==> src/rtl/maze_mem_arbiter.sv <==
// -----------------------------------------------------------------------------
// maze_mem_arbiter
//
// Purpose: shares one single-bit-wide maze memory between the maze solver
// controller (s*) and the host/loader (h*). Each transaction is a fixed
// three-state sequence IDLE -> ACCESS -> RESP, so throughput is one access
// every three cycles. The maze memory is expected to present mDout for the
// address on mLoc by the end of the ACCESS cycle; it is captured on the
// ACCESS->RESP edge.
//
// Handshake (both requester ports): a requester raises xReq with xLoc/xWr/xDin
// stable and keeps them stable until xAck. A request seen in IDLE is accepted;
// xGnt is high for ACCESS and RESP, xAck pulses for the single RESP cycle and
// read data on xDout is valid with xAck (then holds). The requester must drop
// xReq in the ack cycle; a request still high in the following IDLE cycle is a
// new transaction. Dropping xReq after acceptance does not cancel the access.
//
// Configuration macro: MAZE_ARB_RR_EN
//   defined   -> round-robin tie break, pointer favours the requester not
//                granted most recently (solver favoured out of reset)
//   undefined -> fixed priority, solver wins ties
//
// Ports:
//   clk, rst                 clock, synchronous active-high reset
//   sReq/sLoc/sWr/sDin       solver request, address, op (1=write), write data
//   sGnt/sAck/sDout          solver grant, completion pulse, read data
//   hReq/hLoc/hWr/hDin       host request side (same semantics as solver)
//   hGnt/hAck/hDout          host response side
//   mLoc/mRd/mWr/mDin/mDout  maze memory address, strobes, write/read data
//   busy                     high whenever the FSM is not IDLE
//   sCnt/hCnt                completed transactions per requester (wrapping)
//   dbgState                 current FSM state (0=IDLE, 1=ACCESS, 2=RESP)
// -----------------------------------------------------------------------------
module maze_mem_arbiter #(
  parameter int ADDR_W = 8
) (
  input  logic              clk,
  input  logic              rst,
  input  logic              sReq,
  input  logic [ADDR_W-1:0] sLoc,
  input  logic              sWr,
  input  logic              sDin,
  output logic              sGnt,
  output logic              sAck,
  output logic              sDout,
  input  logic              hReq,
  input  logic [ADDR_W-1:0] hLoc,
  input  logic              hWr,
  input  logic              hDin,
  output logic              hGnt,
  output logic              hAck,
  output logic              hDout,
  output logic [ADDR_W-1:0] mLoc,
  output logic              mRd,
  output logic              mWr,
  output logic              mDin,
  input  logic              mDout,
  output logic              busy,
  output logic [7:0]        sCnt,
  output logic [7:0]        hCnt,
  output logic [1:0]        dbgState
);

  typedef enum logic [1:0] {
    ST_IDLE   = 2'd0,
    ST_ACCESS = 2'd1,
    ST_RESP   = 2'd2
  } state_t;

  state_t            r_state;
  state_t            w_next;
  logic              r_win;    // 0 = solver owns the transaction, 1 = host
  logic              r_wr;     // latched op of the winner
  logic [ADDR_W-1:0] r_loc;
  logic              r_din;
  logic              r_sDout;
  logic              r_hDout;
  logic [7:0]        r_sCnt;
  logic [7:0]        r_hCnt;
  logic              w_start;
  logic              w_pick;   // winner chosen this IDLE cycle

`ifdef MAZE_ARB_RR_EN
  logic r_ptr;                 // requester favoured on the next tie (0 = solver)
`endif

  // Arbitration: a single requester always wins; only ties consult the policy.
  always_comb begin
    w_start = (r_state == ST_IDLE) && (sReq || hReq);
`ifdef MAZE_ARB_RR_EN
    if (sReq && hReq) w_pick = r_ptr;
    else              w_pick = ~sReq;
`else
    w_pick = ~sReq;
`endif
  end

  always_comb begin
    w_next = r_state;
    case (r_state)
      ST_IDLE:   if (sReq || hReq) w_next = ST_ACCESS;
      ST_ACCESS: w_next = ST_RESP;
      ST_RESP:   w_next = ST_IDLE;
      default:   w_next = ST_IDLE;
    endcase
  end

  always_ff @(posedge clk) begin
    if (rst) begin
      r_state <= ST_IDLE;
      r_win   <= 1'b0;
      r_wr    <= 1'b0;
      r_loc   <= '0;
      r_din   <= 1'b0;
      r_sDout <= 1'b0;
      r_hDout <= 1'b0;
      r_sCnt  <= 8'd0;
      r_hCnt  <= 8'd0;
`ifdef MAZE_ARB_RR_EN
      r_ptr   <= 1'b0;
`endif
    end else begin
      r_state <= w_next;
      // Address/data are registered at acceptance so mLoc/mDin hold their
      // last driven value once the access is over.
      if (w_start) begin
        r_win <= w_pick;
        r_wr  <= w_pick ? hWr  : sWr;
        r_loc <= w_pick ? hLoc : sLoc;
        r_din <= w_pick ? hDin : sDin;
`ifdef MAZE_ARB_RR_EN
        r_ptr <= ~w_pick;
`endif
      end
      if (r_state == ST_ACCESS && !r_wr) begin
        if (r_win) r_hDout <= mDout;
        else       r_sDout <= mDout;
      end
      if (r_state == ST_RESP) begin
        if (r_win) r_hCnt <= r_hCnt + 8'd1;
        else       r_sCnt <= r_sCnt + 8'd1;
      end
    end
  end

  always_comb begin
    sGnt     = (r_state != ST_IDLE) && !r_win;
    hGnt     = (r_state != ST_IDLE) &&  r_win;
    sAck     = (r_state == ST_RESP) && !r_win;
    hAck     = (r_state == ST_RESP) &&  r_win;
    mRd      = (r_state == ST_ACCESS) && !r_wr;
    mWr      = (r_state == ST_ACCESS) &&  r_wr;
    mLoc     = r_loc;
    mDin     = r_din;
    sDout    = r_sDout;
    hDout    = r_hDout;
    sCnt     = r_sCnt;
    hCnt     = r_hCnt;
    busy     = (r_state != ST_IDLE);
    dbgState = r_state;
  end

endmodule

==> config.mk <==
export PLATFORM = sky130hd
export DESIGN_NAME = maze_mem_arbiter
export DESIGN_NICKNAME = d
export VERILOG_FILES = /design/src/rtl/maze_mem_arbiter.sv
export SDC_FILE = /design/constraint.sdc
export NUM_CORES = 1
export LEC_CHECK = 0
export CAP_MARGIN = 20
export CORE_UTILIZATION = 41
export CTS_CLUSTER_SIZE = 14
export DETAILED_ROUTE_END_ITERATION = 7
export HOLD_SLACK_MARGIN = 0.15
export PLACE_DENSITY = 0.86
export SETUP_SLACK_MARGIN = 0.15
export SYNTH_ARGS = -nofsm -noshare
export SYNTH_HDL_FRONTEND = slang
export SYNTH_SLANG_ARGS = --single-unit
==> constraint.sdc <==
create_clock -name clk -period 1.9 [get_ports clk]
set_input_delay 0.57 -clock clk [delete_from_list [all_inputs] [get_ports clk]]
set_output_delay 0.57 -clock clk [all_outputs]
set_load 0.01 [all_outputs]
==> flow_summary.json, run 1 <==
{
  "r2r_end": "hCnt[7]$_SDFFE_PP0P_",
  "setup_viol": 0,
  "die_h_um": 60.62,
  "tightest_slew_ps": 392.9,
  "yosysSeqAreaShare_pct": 44.05,
  "fillers": 257,
  "drt_first_iter_violations": 36,
  "avgSynthCellArea_um2": 9.269,
  "area_growth_syn_to_layout_pct": 57.64,
  "hold_buffers": 0,
  "finalNetCount": 257,
  "h-tree-depth": 2,
  "clock.fmax_mhz": 542.5,
  "grt_pass1_vias": 1442,
  "grt_setup_unrepaired": "yes",
  "synth_top_area_cell": "dfxtp_1",
  "async_reset_ff_share_pct": 0,
  "drt-pass1-iter-count": 4,
  "power_mw": 1.384,
  "yosysTopAreaCellShare_pct": 44.05,
  "place_area_um2": 2122,
  "antenna_found_initial": 0,
  "synth_ff_type": "dfxtp_1",
  "ys_ff_latch": 31,
  "core_area_um2": 3153,
  "layout-drive-gt1-share_pct": 22.51,
  "synthesis.area_um2": 1409,
  "insertion_delay_ps": 330,
  "final_area_um2": 2221,
  "via_per_inst": 5.240,
  "crit_arrival_ps": 1270,
  "cts_tree": "built",
  "holdWs_ps": 481.0,
  "min_to": "sCnt[7]$_SDFFE_PP0P_",
  "yosysUniqueCellTypes": 30,
  "cts_num_sinks": 31,
  "n_antenna_cell": 0,
  "hold_violations": 0,
  "hpwl_um": 2644,
  "grt_usage_pct": 22.79,
  "io_pins": 61,
  "floorplan.initialDensity_pct": 44.68,
  "fp.dieArea_um2": 3675,
  "hold_path_depth": 2,
  "finalClockSkew_ps": 8.419,
  "clock_path_buffers": 2,
  "setup_tns_ps": 0,
  "syn_inst": 152,
  "drtAntennaViolNets": 0,
  "crit_type": "flop to output port",
  "grt-ovfl-total": 0,
  "drc": 0,
  "place_congestion": 0.6950,
  "netlist_top_cells_area": "dfxtp_1 44%, mux2i_1 9.9%, a21oi_1 7.5%",
  "period_share_pct": 97.02,
  "hold_path_startpoint": "sCnt[7]$_SDFFE_PP0P_",
  "reg2reg_slack_ps": 220,
  "floorplan.rows": 20,
  "portBuffers": 60,
  "wl_per_cell_um": 13.83,
  "final_max_slew_viol_count": 0,
  "syn_nets": 179,
  "worst-r2r-cell-count": 6,
  "powerDensity_nw_per_um2": 623.0,
  "outcome": "finished, final reports clean",
  "yosys_warnings": 0,
  "crit_fanout": 5,
  "period_needed_ps": 1843,
  "maxCapViolations": 0,
  "cts_root_buffer": "clkbuf_4",
  "worstPathRequired_ps": 1330,
  "dieWidth_um": 60.62,
  "p_leak_nw": 1.010,
  "grt_max_degree": 32,
  "timing.rr.start": "dbgState[0]$_SDFFE_PP0P_",
  "end_kind": "output port",
  "vias": 1441,
  "vdd_ir_drop_max_v": 0.0003601,
  "numCtsBuffers": 5,
  "max_slew_margin_pct": 73.81,
  "holdCritPathClass": "flop to flop",
  "drt-total-wl_um": 3804,
  "grt_pass1_wl_um": 6127,
  "synth_edf_count": 0,
  "clk_pin_slew_ps": 90,
  "startpoint_type": "flop"
}
per-stage QoR:
| stage | worst slack [ps] | cells | util [%] |
|---|---|---|---|
| after floorplan | 262.9 | 152 | - |
| after global placement | 22.71 | 260 | 67.30 |
| after detailed placement | -53.15 | 260 | 67.30 |
| after CTS | 49.22 | 274 | 70.20 |
| after global routing | -11.53 | 275 | 70.44 |
| final | 56.67 | 275 | 70.44 |
synth_stat cells (all sizes together) (2+ instances only):
| cell type | instances |
|---|---|
| xor2 | 2 |
| nor2b | 2 |
| nor2 | 13 |
| dfxtp | 31 |
| a211oi | 11 |
| nand2 | 8 |
| a21oi | 21 |
| o21ai | 6 |
| clkbuf | 4 |
| mux2i | 14 |
| ha | 2 |
| or3 | 6 |
| nand4 | 2 |
| or4 | 4 |
| nand4b | 2 |
| o31ai | 4 |
| inv | 3 |
| buf | 6 |
| xnor2 | 2 |
cells by family after synthesis:
group | Yosys count | share of synthesized area, %
muxes | 14 | 9.946
and+or+nand+nor | 46 | 19.98
adders and majority gates | 2 | 1.776
DFF | 31 | 44.05
AOI/OAI and AO/OA | 42 | 17.58
buffers and inverters | 13 | 4.174
xor gates and xnor gates | 4 | 2.487
what timing repair did:
item / CTS / global route
resized for setup: 78 / 0
pin swaps: 2 / 2
buffers inserted: 6 / 1
gates cloned: 0 / 0
endpoints found under the setup margin: 36 / 8
state kept, by name, indices dropped and copies added (netlist names):
name / count
dbgState: 2
hCnt: 8
hDout: 1
mDin: 1
mLoc: 8
r_win: 1
r_wr: 1
sCnt: 8
sDout: 1
routing by layer:
layer	GRT usage, %	part of all wire (%)
met1	22.56	40
met3	8.955	6.8
met2	42.07	51
met4	9.740	2.8
met5	0	0
layout by cell type (no fill, tap or decap), drive strengths merged, types with 2 or more instances in the layout:
cell type	count
mux2i	14
dlygate4sd2	29
xnor2	2
clkdlybuf4s50	24
o21ai	6
clkbuf	7
buf	27
a211oi	11
nor2b	2
ha	2
nand4b	2
a21oi	21
xor2	2
nor2	13
nand4	2
o31ai	4
inv	3
or3	6
or4	4
dfxtp	31
nand2	8
worst max-delay path: stages, from the launching register on:
cell and delay (ps):
dfxtp_4 370, buf_6 110, buf_6 100, nand3b_1 180, inv_1 70, buf_2 120
report_power, final:
part	switching (mW)	internal [mW]	total, mW	leakage, nW
Combinational	0.134	0.178	0.312	0.722
Sequential	0.0255	0.683	0.708	0.259
Clock	0.219	0.144	0.363	0.0293
how the worst max path moves through the flow:
| stage | slack [ps] | endpoint | depth (start not counted) | from |
|---|---|---|---|---|
| final | 60 | hAck | 5 | dbgState[0]$_SDFFE_PP0P_ |
| after global routing | -10 | hAck | 5 | dbgState[0]$_SDFFE_PP0P_ |
| after CTS | 50 | hAck | 5 | dbgState[0]$_SDFFE_PP0P_ |
| after detailed placement | -50 | mLoc[4]$_SDFFE_PP0P_ | 4 | sReq |
| after global placement | 20 | r_wr$_SDFFE_PP0P_ | 4 | sReq |
| after floorplan | 260 | hGnt | 4 | dbgState[1]$_SDFFE_PP0P_ |
final cells by class:
cell class,instances,area [µm²],share of cell area (%)
inverter,3,11.26,0.5070
tap,44,55.05,2.479
timing repair buffer,81,704.4,31.72
multi-input combinational,108,759.5,34.20
clock inverter,1,5.005,0.2254
clock buffer,7,45.04,2.028
sequential,31,640.6,28.85
(Power assumes the default switching activity.)
==> inputs of run 2 (changes only) <==
--- a/config.mk
+++ b/config.mk
@@ -9,9 +9,9 @@
 export CORE_UTILIZATION = 41
 export CTS_CLUSTER_SIZE = 14
 export DETAILED_ROUTE_END_ITERATION = 7
-export HOLD_SLACK_MARGIN = 0.15
 export PLACE_DENSITY = 0.86
 export SETUP_SLACK_MARGIN = 0.15
 export SYNTH_ARGS = -nofsm -noshare
 export SYNTH_HDL_FRONTEND = slang
 export SYNTH_SLANG_ARGS = --single-unit
+export TNS_END_PERCENT = 5
==> flow_summary.json, run 2 (synthesis results as in run 1) <==
{
  "outcome": "finished, final reports clean",
  "place_area_um2": 2122,
  "crit_arrival_ps": 1230,
  "numCtsBuffers": 5,
  "cts_tree": "built",
  "grt_usage_pct": 21.19,
  "grt-ovfl-total": 0,
  "layout_common_cells": "29 x dlygate4sd2_1, 24 x clkdlybuf4s50_1, 21 x a21oi_1",
  "fillers": 265,
  "multi_input_area_um2": 742.0,
  "h-tree-depth": 2,
  "floorplan.initialDensity_pct": 44.68,
  "wl_met1_um": 1459,
  "layout.cells.non_filler": 268,
  "setup_viol": 0,
  "cts_num_sinks": 31,
  "p_leak_nw": 0.9742,
  "max_slew_margin_pct": 74.36,
  "floorplan.rows": 20,
  "hpwl_um": 2644,
  "io_pins": 61,
  "dieWidth_um": 60.62,
  "drc": 0,
  "grt_pass1_wl_um": 5699,
  "finalClockSkew_ps": 8.855,
  "period_share_pct": 94.53,
  "place_congestion": 0.6950,
  "grt_max_degree": 32,
  "period_needed_ps": 1796,
  "area_growth_syn_to_layout_pct": 52.31,
  "hold_buffers": 0,
  "path_buf_inv": 1,
  "vdd_ir_drop_max_v": 0.0003753,
  "die_h_um": 60.62,
  "cp_top_family": "flip-flops",
  "drt-pass1-iter-count": 4,
  "tightest_slew_ps": 384.5,
  "maxCapViolations": 0,
  "drt-total-wl_um": 3556,
  "drtAntennaViolNets": 0,
  "startpoint_type": "flop",
  "wl_met2_um": 1748,
  "seq_area_um2": 639.4,
  "antenna_found_initial": 0,
  "path_cells": "or2b_1 -> nor2_1 -> buf_2",
  "switching_share_pct": 27.48,
  "n_antenna_cell": 0,
  "worstPathRequired_ps": 1330,
  "final_max_slew_viol_count": 0,
  "wl_met3_um": 251,
  "vias": 1412,
  "grt_setup_unrepaired": "yes",
  "grt_pass1_vias": 1383,
  "final_area_um2": 2146,
  "crit_fanout": 7,
  "insertion_delay_ps": 330,
  "power_mw": 1.355,
  "clock_path_buffers": 2,
  "p_switching_uw": 372.4,
  "p_comb_share_pct": 20.7,
  "crit_type": "flop to output port",
  "via_per_inst": 5.269,
  "fp.dieArea_um2": 3675,
  "dp.cells": 260,
  "core_area_um2": 3153,
  "holdWs_ps": 480.6,
  "end_kind": "output port",
  "wl_per_cell_um": 13.27,
  "cpPeakStageDelay_ps": 400,
  "layout_commonest_cell": "dlygate4sd2_1",
  "drt_first_iter_violations": 22,
  "holdCritPathClass": "flop to flop",
  "crit_slowest_cell": "dfxtp_4",
  "portBuffers": 60,
  "top_layer": "met4",
  "p_int_uw": 982.8,
  "clk_pin_slew_ps": 90,
  "finalNetCount": 250,
  "cts_root_buffer": "clkbuf_4",
  "clock.fmax_mhz": 556.8,
  "hold_violations": 0,
  "p_seq_share_pct": 52.4,
  "pwr-share-clk_pct": 26.8,
  "layout-drive-gt1-share_pct": 19.20,
  "powerDensity_nw_per_um2": 631.6
}
-- run 2: cell types whose count changed in the layout (fill, tap and decap cells not counted) --
cell / previous run / this run
dfxtp_2: 10 / 9
buf_6: 3 / 2
nor3b_4: 1 / 0
nor2_4: 0 / 1
nand4bb_4: 1 / 0
nand4bb_1: 0 / 1
nor2_2: 1 / 0
buf_4: 18 / 12
nor3b_2: 0 / 1
dfxtp_1: 19 / 20
-- run 2: final timing paths --
path / startpoint / end / slack (ps) / depth (start not counted)
setup / recovery: dbgState[0]$_SDFFE_PP0P_ / mRd / 100 / 3
setup reg to reg: r_win$_SDFFE_PP0P_ / sCnt[6]$_SDFFE_PP0P_ / 200 / 4
hold / removal: sCnt[7]$_SDFFE_PP0P_ / sCnt[7]$_SDFFE_PP0P_ / 480 / 2
hold reg to reg: sCnt[7]$_SDFFE_PP0P_ / sCnt[7]$_SDFFE_PP0P_ / 480 / 2
-- run 2: stage by stage --
stage	util [%]	worst slack [ps]	setup TNS, ps
after floorplan	-	262.9	0
after global placement	67.30	22.71	0
after detailed placement	67.30	-53.15	-165.8
after CTS	68.06	69.41	0
after global routing	68.06	37.21	0
final	68.06	104.0	0
-- run 2: layout make-up --
class / count / area share (%)
timing repair buffer: 74 / 30.20
sequential: 31 / 29.80
clock buffer: 7 / 2.099
tap: 44 / 2.566
inverter: 3 / 0.5248
multi-input combinational: 108 / 34.58
clock inverter: 1 / 0.2332
-- run 2: what timing repair did --
item | in CTS | in global routing
gates resized for setup | 74 | 0
endpoints found under the setup margin | 36 | 8
pin swaps | 1 | 1
buffers inserted | 0 | 0
-- run 2: per-layer routing --
layer  vias to the layer above  GRT usage (%)
met4                         0          10.39
met2                        57          38.15
met5                         -              0
met3                        12          8.742
li1                        695              -
met1                       648          20.98
-- run 2: tightest hold or removal path, delay by kind of cell (launching register included) --
kind	cells	cell delay [ps]
flops	1	320
compound gates	2	110
-- run 2: power groups by stage --
stage | combinational [mW] | sequential, mW | clock [mW]
after CTS | 0.281 | 0.710 | 0.368
final | 0.281 | 0.711 | 0.364
after global placement | 0.296 | 0.721 | 0
after global routing | 0.303 | 0.715 | 0.396
after floorplan | 0.120 | 0.732 | 0
after detailed placement | 0.305 | 0.723 | 0
